<file path="src/rtl/game_turn_controller.sv">
// Two-player memory game sequencer. It alternates turns, reloads and enables the
// game timer, checks each key against the pattern memory, keeps scores and names the winner.
module game_turn_controller #(
  parameter int SEQ_MAX = 8,
  parameter int ROUNDS  = 3,
  parameter int SCORE_W = 4,
  localparam int AW = (SEQ_MAX > 1) ? $clog2(SEQ_MAX) : 1,
  localparam int LW = $clog2(SEQ_MAX + 1),
  localparam int RW = $clog2(ROUNDS + 1)
) (
  input  logic               Clk,
  input  logic               Rst,
  input  logic               Start,
  input  logic [3:0]         Seq_Len,
  input  logic [3:0]         Key_P1,
  input  logic               Key_P1_Valid,
  input  logic [3:0]         Key_P2,
  input  logic               Key_P2_Valid,
  output logic [AW-1:0]      Pattern_Addr,
  input  logic [3:0]         Pattern_Data,
  input  logic               Timer_Stop,
  output logic               Timer_Load,
  output logic               Timer_En,
  output logic               Active_Player,
  output logic [SCORE_W-1:0] Score1,
  output logic [SCORE_W-1:0] Score2,
  output logic               Match_Pulse,
  output logic               Miss_Pulse,
  output logic               Game_Over,
  output logic [1:0]         Winner
);

  typedef enum logic [2:0] {
    S_IDLE, S_LOAD, S_ARM, S_WAIT, S_SWAP, S_DONE
  } state_t;

  state_t             state_q, state_d;
  logic [AW-1:0]      idx_q, idx_d;
  logic [LW-1:0]      len_q, len_d;
  logic [RW-1:0]      round_q, round_d;
  logic               active_q, active_d;
  logic [SCORE_W-1:0] s1_q, s1_d, s2_q, s2_d;
  logic               load_q, load_d, en_q, en_d;
  logic               match_q, match_d, miss_q, miss_d;
  logic               over_q, over_d;
  logic [1:0]         winner_q, winner_d;

  logic [LW-1:0] len_in;
  logic [3:0]    key;
  logic          key_vld;
  logic          last_sym;

  always_comb begin
    if (Seq_Len == 4'd0)               len_in = LW'(1);
    else if (int'(Seq_Len) > SEQ_MAX)  len_in = LW'(SEQ_MAX);
    else                               len_in = LW'(Seq_Len);
  end

  // Only the active player's keypad is looked at; the other one is simply not selected.
  assign key      = active_q ? Key_P2 : Key_P1;
  assign key_vld  = active_q ? Key_P2_Valid : Key_P1_Valid;
  assign last_sym = (LW'(idx_q) == len_q - LW'(1));

  always_comb begin
    state_d  = state_q;
    idx_d    = idx_q;
    len_d    = len_q;
    round_d  = round_q;
    active_d = active_q;
    s1_d     = s1_q;
    s2_d     = s2_q;
    match_d  = 1'b0;
    miss_d   = 1'b0;
    case (state_q)
      S_IDLE, S_DONE: begin
        if (Start) begin
          len_d    = len_in;
          s1_d     = '0;
          s2_d     = '0;
          round_d  = '0;
          active_d = 1'b0;
          state_d  = S_LOAD;
        end
      end
      S_LOAD: begin
        idx_d   = '0;
        state_d = S_ARM;
      end
      S_ARM: state_d = S_WAIT;
      S_WAIT: begin
        // A timeout beats a key arriving in the same cycle.
        if (Timer_Stop) begin
          miss_d  = 1'b1;
          state_d = S_SWAP;
        end else if (key_vld) begin
          if (key == Pattern_Data) begin
            if (last_sym) begin
              if (active_q) s2_d = (s2_q == '1) ? s2_q : s2_q + 1'b1;
              else          s1_d = (s1_q == '1) ? s1_q : s1_q + 1'b1;
              match_d = 1'b1;
              state_d = S_SWAP;
            end else begin
              idx_d = idx_q + 1'b1;
            end
          end else begin
            miss_d  = 1'b1;
            state_d = S_SWAP;
          end
        end
      end
      S_SWAP: begin
        if (active_q) round_d = round_q + 1'b1;
        active_d = ~active_q;
        state_d  = (round_d == RW'(ROUNDS)) ? S_DONE : S_LOAD;
      end
      default: state_d = S_IDLE;
    endcase

    // Outputs are registered from the next state so they line up with it.
    load_d = (state_d == S_LOAD);
    en_d   = (state_d == S_ARM) || (state_d == S_WAIT);
    over_d = (state_d == S_DONE);
    if (!over_d)          winner_d = 2'b00;
    else if (s1_d > s2_d) winner_d = 2'b01;
    else if (s2_d > s1_d) winner_d = 2'b10;
    else                  winner_d = 2'b11;
  end

  always_ff @(posedge Clk) begin
    if (Rst) begin
      state_q  <= S_IDLE;
      idx_q    <= '0;
      len_q    <= LW'(1);
      round_q  <= '0;
      active_q <= 1'b0;
      s1_q     <= '0;
      s2_q     <= '0;
      load_q   <= 1'b0;
      en_q     <= 1'b0;
      match_q  <= 1'b0;
      miss_q   <= 1'b0;
      over_q   <= 1'b0;
      winner_q <= 2'b00;
    end else begin
      state_q  <= state_d;
      idx_q    <= idx_d;
      len_q    <= len_d;
      round_q  <= round_d;
      active_q <= active_d;
      s1_q     <= s1_d;
      s2_q     <= s2_d;
      load_q   <= load_d;
      en_q     <= en_d;
      match_q  <= match_d;
      miss_q   <= miss_d;
      over_q   <= over_d;
      winner_q <= winner_d;
    end
  end

  assign Pattern_Addr  = idx_q;
  assign Timer_Load    = load_q;
  assign Timer_En      = en_q;
  assign Active_Player = active_q;
  assign Score1        = s1_q;
  assign Score2        = s2_q;
  assign Match_Pulse   = match_q;
  assign Miss_Pulse    = miss_q;
  assign Game_Over     = over_q;
  assign Winner        = winner_q;

endmodule

</file>
<file path="config.mk">
export PLATFORM = sky130hd
export DESIGN_NAME = game_turn_controller
export DESIGN_NICKNAME = d
export VERILOG_FILES = /design/src/rtl/game_turn_controller.sv
export SDC_FILE = /design/constraint.sdc
export NUM_CORES = 1
export LEC_CHECK = 0
export ABC_AREA = 1
export CAP_MARGIN = 20
export CORE_ASPECT_RATIO = 1.2
export CORE_MARGIN = 4
export CORE_UTILIZATION = 46
export DETAILED_ROUTE_END_ITERATION = 12
export PLACE_DENSITY = 0.76
export SYNTH_ARGS = -nofsm -noshare
export SYNTH_HDL_FRONTEND = slang
export SYNTH_SLANG_ARGS = --single-unit
</file>
<file path="constraint.sdc">
create_clock -name Clk -period 2.85 [get_ports Clk]
set_clock_uncertainty 0.15 [all_clocks]
set_input_delay 0.7125 -clock Clk [delete_from_list [all_inputs] [get_ports Clk]]
set_output_delay 0.7125 -clock Clk [all_outputs]
set_load 0.02 [all_outputs]
</file>
Yosys cells after proc, flatten, opt, wreduce, memory -nomap -nowiden
Index checks and enable logic that the tools add are counted.

Word-level logic and storage cells: 103. Input port bits: 22. Register bits after elaboration: 28.

Muxes and demuxes: 44. Reductions and logical operators: 13. $lt $le $gt $ge: 3. Eq/ne operators: 19. $add $sub $neg: 5. Bitwise gates (word level): 5.

Operators by type and width (count): $mux W4 (17); $mux W3 (10); $pmux W4 S2 (2); $pmux W3 S5 (1); $eq A3 B2 Y1 const B (4); $ne A2 B2 Y1 const B (5); $eq A3 B3 Y1 const B (3); $add A4 B1 Y4 const B (2); $eq A4 B4 Y1 const B (2); $gt A4 B4 Y1 (2); $mux W1 (8); $eq A3 B1 Y1 const B (2); $mux W2 (3); $pmux W3 S2 (1); $reduce_or A2 Y1 (3); $not A1 Y1 (5); $reduce_and A5 Y1 (1); $reduce_or A5 Y1 (1); $eq A3 B4 Y1 (1); $eq A4 B4 Y1 (1); $gt A4 B4 Y1 const B (1); $logic_not A4 Y1 (1); $pmux W2 S2 (1); $reduce_and A2 Y1 (2); 9 further kinds (10).

Logic depth before layout (Yosys ltp)
Gate-level depths: netlist of run 1.

Depth after elaboration: 11. Mapped depth: 22. Gate-level depth less buffers: 22.

Least setup slack after synthesis of run 1
No wires, ideal clock.

Path kind: register -> register. From: reg len_q[0]. To: reg winner_q[0], in the netlist Winner[0]. Required time: 2636 ps. Cell stages (with the launch flop): 21. Data arrival time: 2538 ps. Setup slack: 98 ps. Clock period less this slack: 2752 ps. Cell sequence: dfxtp_1 inv_2 ha_1 nand2_1 inv_1 nor2_1 nand3_1 nor2_4 nand2_1 nor2_1 nand3_1 nand3_1 nand2_1 nand2_1 inv_1 ha_1 inv_1 o21bai_1 a221oi_1 a31oi_1 nor2_1.

Cells in the longest elaborated chain, start to end: 10. Elaborated cells between the ends (all ways): 24. Those cells by class: add/sub: 1; order compare: 2; eq/ne: 2; mux: 17; bitwise: 1; reduce/logical: 1.

RTL lines: start, declared (line 39) `logic [LW-1:0] len_q, len_d;`; start signal, assigned (line 147) `len_q <= len_d;`; $sub A4 B1 Y4 * (line 62) `assign last_sym = (LW'(idx_q) == len_q - LW'(1));`; $eq A3 B4 Y1 * (line 62); $mux W4 * (line 97) `if (last_sym) begin`; $mux W4 * (line 96) `if (key == Pattern_Data) begin`; $mux W4 * (line 95) `end else if (key_vld) begin`; $mux W4 * (line 92) `if (Timer_Stop) begin`; $pmux W4 S2 * (line 74) `case (state_q)`; via s2_d[1] (line 42) `logic [SCORE_W-1:0] s1_q, s1_d, s2_q, s2_d;`; $gt A4 B4 Y1 (line 125) `else if (s2_d > s1_d) winner_d = 2'b10;`; $mux W1 (line 125); $mux W1 * (line 124) `else if (s1_d > s2_d) winner_d = 2'b01;`; end signal, assigned (line 157) `winner_q <= winner_d;`; end, declared (line 46) `logic [1:0] winner_q, winner_d;`.

Mark *: on every way through the listed nets, which the timed path passes. The rest lies on a longest branch. A chain may end at the register's enable or synchronous reset.

Worst setup path in the final report of run 1
Same ends and word-level chain as after synthesis.

==> run summary, run 1 <==
Status: finished, final reports clean
Max-Cap Viols: 0
Post-synth top area cell: dfxtp_1
Net Sw Frac: 30.6%
DRT antenna net count: 0
CTS sink cnt: 28
Yosys warnings: 0
Worst vdd ir: 255 uV
Power Density: 391 mW/mm^2
Synthesized netlist cell count: 285
Global-route wire length before repair: 8430 um
Unrepaired setup endpoints after global routing: yes
Crit path time final: 2.82 ns
Site row count: 25
Global route overflow: 0
Routed vias: 2067
RR Endpoint: Winner[0]
Critical path endpoint: Winner[0]
Post-Syn Area: 0.00190 mm^2
Area Overhead vs Synth: 48.3%
Full die area: 0.00523 mm^2
Clock buffer count from CTS: 3
Slew HR: 70.6%
Htree depth: 1
Startpoint Class: flop
R2R Setup Slk: 0.03 ns
Drt drc: 0
Initial DRC Count: 60
Worst setup path class: flop to flop
P_int: 765 uW
Ant diodes: 0
Syn_nets: 315
Port bufs: 40
Final slew viol count: 0
Final TNS setup: 0 ns
Leak pwr: 1.32 nW
Die Span Y: 78.4 um
Die width: 66.7 um
Clock slew at reported path FFs: 0.10 ns
Worst r2r src: len_q[0]
Most frequent cells in the layout: nand2_1, inv_1, buf_4
Share of the synthesized area in the top cell type: 29.5%
Fmax: 354 MHz
Clk_lat worst skew: 0.28 ns
Combinational power share: 32.8%
GPL Wtd Cong: 0.782
WL final: 5020 um
Synth Flop Type: dfxtp_1
Vias in the first global route: 2024
DP HPWL: 3640 um
Placed Cells: 404
Final setup violation count: 0
Reg2reg path depth: 19
Sequential cell area fraction in the yosys report: 29.5%
Hold-fix buffers, CTS: 0
Synth top area cells: dfxtp_1, nand2_1, inv_1, nand3_1, ha_1
Setup crit start: len_q[0]
Clock root cell: clkbuf_8
Number of flops mapped to enable cells by yosys: 0
Worst Path Required: 2.92 ns
Hold WC Path Type: flop to flop
Crit-path max FO: 4
Clock Power Share: 28.9%
Mean post-synth cell area: 6.67 um^2
Via density per instance: 4.99
Share of layout cells above drive strength 1: 30.6%
Crit path capture type: flop
Core box area: 0.00397 mm^2
Io pins: 41
Antenna violations before repair: 0
Switch Pwr: 337 uW
Finished Layout Cells: 414
Initial DRT Pass Iterations: 4
CTS tree: yes
Period utilization: 99.0%
Reg power frac: 38.4%
Pin count of the biggest net entering global routing: 17
Fraction of registers with async set or reset after synthesis: 0%
Commonest non-fill, non-tap cell in the layout: nand2_1
WL/cell: 12.1 um
Clk buf depth: 2
Layout Nets: 391
Worst-margin pin slew: 0.439 ns
Total GRT Usage: 20.3%
Initial Utilization: 47.9%
Endpoints failing hold: 0
#FFs+latches synth: 28
Post-synthesis cell type count: 40
CP arrival: 2.89 ns
layer usage:
metal / global-route usage [%] / up-vias / part of all wire, %
met2: 37.1 / 34 / 54
li1: - / 1068 / -
met5: 0 / - / 0
met1: 24.2 / 959 / 43
met4: 5.69 / 0 / 1.4
met3: 2.43 / 6 / 2.3
state kept, by name, indices dropped and copies added, names as in the netlist, 2 cells and up:
| name | cells |
|---|---|
| Score1 | 4 |
| Winner | 2 |
| len_q | 4 |
| state_q | 3 |
| round_q | 2 |
| Pattern_Addr | 3 |
| Score2 | 4 |
synthesized netlist by cell type (4+ instances only):
cell,number
nand2_1,63
inv_1,46
dfxtp_1,28
nand3_1,28
nor2_1,23
a21oi_1,12
nand2_2,11
ha_1,8
o21ai_0,8
inv_2,6
o21ai_1,6
nor2_2,4
through the flow:
stage	total power [mW]	hold slack, ns	setup WS, ns	utilization (%)	area [um^2]
finish	1.10	0.335	0.0284	71.0	2820
global placement	0.742	0.312	-0.398	64.5	2560
detailed placement	0.748	0.320	-0.433	64.5	2560
floorplan	0.613	0.289	0.0979	-	1900
CTS	1.08	0.334	0.000833	68.0	2700
global route	1.17	0.372	-0.186	71.0	2820
repair_timing:
| item | in CTS | in global routing |
|---|---|---|
| cloned | 0 | 0 |
| buffers inserted | 1 | 5 |
| setup endpoints to repair | 2 | 2 |
| gates resized for setup | 28 | 33 |
| pin swaps | 23 | 37 |
layout make-up:
type | instances | area, um^2
inverters | 52 | 195
flip-flops and latches | 28 | 563
well taps | 54 | 67.6
repair buffers | 75 | 667
fillers | 327 | 1150
clock inverters | 1 | 30.0
clock buffers | 3 | 41.3
multi-input cells | 201 | 1260
logic make-up after synthesis:
logic type	after synthesis	share of synthesized area [%]
adders and majority gates	8	5.26
DFF	28	29.5
AOI/OAI and AO/OA	43	14.0
and+or+nand+nor	148	38.7
xor gates and xnor gates	2	0.921
buffers and inverters	56	11.6
worst min path at each step:
stage	slack, ns	cells after the start	to	startpoint
finish	0.34	2	round_q[0]	round_q[0]
global route	0.37	1	round_q[1]	round_q[1]
CTS	0.33	2	round_q[0]	round_q[0]
detailed placement	0.32	2	round_q[0]	round_q[0]
global placement	0.31	2	round_q[0]	round_q[0]
floorplan	0.29	1	round_q[1]	round_q[1]
power groups by stage:
stage	Combinational, mW	Sequential [mW]	Clock (mW)
2_1_floorplan	0.174	0.439	0
3_3_place_gp	0.311	0.431	0
3_5_place_dp	0.317	0.431	0
4_1_cts	0.332	0.422	0.323
5_1_grt	0.402	0.425	0.340
6_report	0.361	0.423	0.318
worst max-delay path, stage by stage, from the launching register on:
cell and delay [ns]:
dfxtp_2 0.34, inv_2 0.05, ha_4 0.23, nand2_2 0.06, inv_2 0.03, nor2_2 0.11, nand3_2 0.12, nor2_4 0.17
buf_4 0.14, buf_4 0.12, nand3_1 0.08, o21bai_1 0.18, nand2_1 0.11, inv_1 0.09, ha_1 0.23, nand2_1 0.08
inv_2 0.04, a221oi_2 0.26, a31oi_1 0.06, nor2_1 0.11
Note: power is estimated with default switching activity, not from simulation.
==> run 2, diff against run 1 <==
CORE_UTILIZATION = 43   (was 46)
PLACE_DENSITY = 0.72   (was 0.76)
==> run 2 against run 1 <==
  * First-iteration DRC count is 6.7% higher
  * Non-clock buffer count shrank 3
  * Critical path depth stayed put
  * Largest power group unchanged
==> run summary, run 2 (synthesized netlist as in run 1, its figures left out) <==
Clock Power Share: 28.9%
Layout Nets: 388
Clk_lat worst skew: 0.28 ns
Slew HR: 68.9%
Port bufs: 40
Finished Layout Cells: 413
Net Sw Frac: 30.4%
Status: finished, final reports clean
DRT antenna net count: 0
CP arrival: 2.83 ns
P_int: 754 uW
Worst Path Required: 2.92 ns
Worst setup path class: input pin to flop
Hold WC Path Type: flop to flop
Ant diodes: 0
Crit path capture type: flop
Worst-margin pin slew: 0.465 ns
Hold-fix buffers, CTS: 0
Min Hold Slack: 0.332 ns
Crit path time final: 2.76 ns
Drt drc: 0
Power Density: 386 mW/mm^2
Clk buf depth: 2
Endpoints failing hold: 0
Fmax: 362 MHz
Area Overhead vs Synth: 47.6%
Io pins: 41
Final TNS setup: 0 ns
Share of layout cells above drive strength 1: 29.1%
GPL Wtd Cong: 0.803
Vias in the first global route: 1864
Initial DRT Pass Iterations: 4
Initial DRC Count: 64
Die width: 68.7 um
Max-Cap Viols: 0
CTS tree: yes
Clock root cell: clkbuf_8
Site row count: 26
Commonest non-fill, non-tap cell in the layout: nand2_1
WL final: 4740 um
Crit-path max FO: 8
Placed Cells: 405
Initial Utilization: 44.6%
Most frequent cells in the layout: nand2_1, inv_1, buf_4
Leak pwr: 1.32 nW
Fill cells: 378
Unrepaired setup endpoints after global routing: yes
Final setup violation count: 0
Switch Pwr: 330 uW
Via density per instance: 4.84
Die Span Y: 80.9 um
Final slew viol count: 0
Global-route wire length before repair: 7870 um
CTS sink cnt: 28
Startpoint Class: input pin
DP HPWL: 3730 um
Global route overflow: 0
Htree depth: 1
Pin count of the biggest net entering global routing: 17
Routed vias: 1997
Clock slew at reported path FFs: 0.10 ns
Combinational power share: 32.1%
Worst vdd ir: 225 uV
Full die area: 0.00556 mm^2
Clock buffer count from CTS: 3
Total GRT Usage: 18.1%
Antenna violations before repair: 0
Period utilization: 96.9%
Reg power frac: 39.0%
WL/cell: 11.5 um
Core box area: 0.00426 mm^2
-- run 2: changes by cell type in the layout (fill, tap and decap cells not counted), moves of 3 or more --
cell	change
nand2_2	-6
dlygate4sd2_1	+3
clkdlybuf4s15_1	-4
nand2_1	+5
buf_4	-3
-- run 2: worst paths after layout --
| kind | startpoint | endpoint | slack, ns | cells after the start |
|---|---|---|---|---|
| setup reg to reg | len_q[1] | Winner[0] | 0.13 | 19 |
| setup / recovery | Key_P1[0] | Winner[0] | 0.09 | 19 |
| hold / removal | round_q[0] | round_q[0] | 0.33 | 2 |
| hold reg to reg | round_q[0] | round_q[0] | 0.33 | 2 |
-- run 2: routing by layer --
layer / global-route usage [%] / up-vias / share of wire, % / wire length, um
met3: 2.35 / 5 / 2.7 / 126
met4: 4.48 / 0 / 0.84 / 40
met5: 0 / - / 0 / 0
li1: - / 1061 / - / -
met1: 19.9 / 908 / 42 / 1990
met2: 35.4 / 23 / 55 / 2590
-- run 2: power groups by stage --
stage | Clock, mW | Combinational [mW] | Sequential [mW]
after floorplan | 0 | 0.174 | 0.439
final | 0.313 | 0.348 | 0.422
after CTS | 0.323 | 0.330 | 0.422
after global routing | 0.337 | 0.388 | 0.425
after detailed placement | 0 | 0.315 | 0.431
after global placement | 0 | 0.308 | 0.431
-- run 2: metrics by stage --
stage	cell area, um^2	util (%)	total power [mW]	worst slack [ns]
finish	2810	65.9	1.08	0.0891
global route	2810	65.9	1.15	-0.100
CTS	2690	63.2	1.07	0.0120
detailed placement	2560	60.0	0.745	-0.460
global placement	2560	60.0	0.739	-0.406
floorplan	1900	-	0.613	0.0979
-- run 2: what timing repair did --
action	in CTS	in global routing
setup endpoints to repair	2	2
setup buffers	2	2
endpoints found under the hold margin	0	0
pin swaps	26	34
gates resized for setup	26	33
-- run 2: layout make-up --
| type | instances | area [um^2] | share of cell area, % |
|---|---|---|---|
| Clock buffer | 3 | 41.3 | 1.47 |
| Clock inverter | 1 | 30.0 | 1.07 |
| Inverter | 52 | 195 | 6.95 |
| Multi-Input combinational cell | 201 | 1270 | 45.3 |
| Sequential cell | 28 | 563 | 20.1 |
| Tap cell | 56 | 70.1 | 2.50 |
| Timing Repair Buffer | 72 | 636 | 22.6 |
-- run 2: worst max-delay path: stages --
cell,delay [ns]
dlygate4sd2_1,0.24
nand2_2,0.08
nand2_1,0.05
nand2_1,0.07
nand2_2,0.06
nor2_4,0.14
nand2_4,0.09
nor2_8,0.16
buf_4,0.14
nand3_1,0.05
o21ai_1,0.11
nand2_1,0.07
nand2_2,0.09
ha_4,0.21
nand2_1,0.05
inv_1,0.06
a221oi_2,0.27
a31oi_1,0.07
nor2_1,0.10
==> run 3, diff against run 2 <==
CORE_UTILIZATION = 46   (was 43)
PLACE_DENSITY = 0.76   (was 0.72)
TNS_END_PERCENT = 30   (was default)
==> results of run 3 <==
No change in the layout: final DEF, timing and power equal those of run 1.
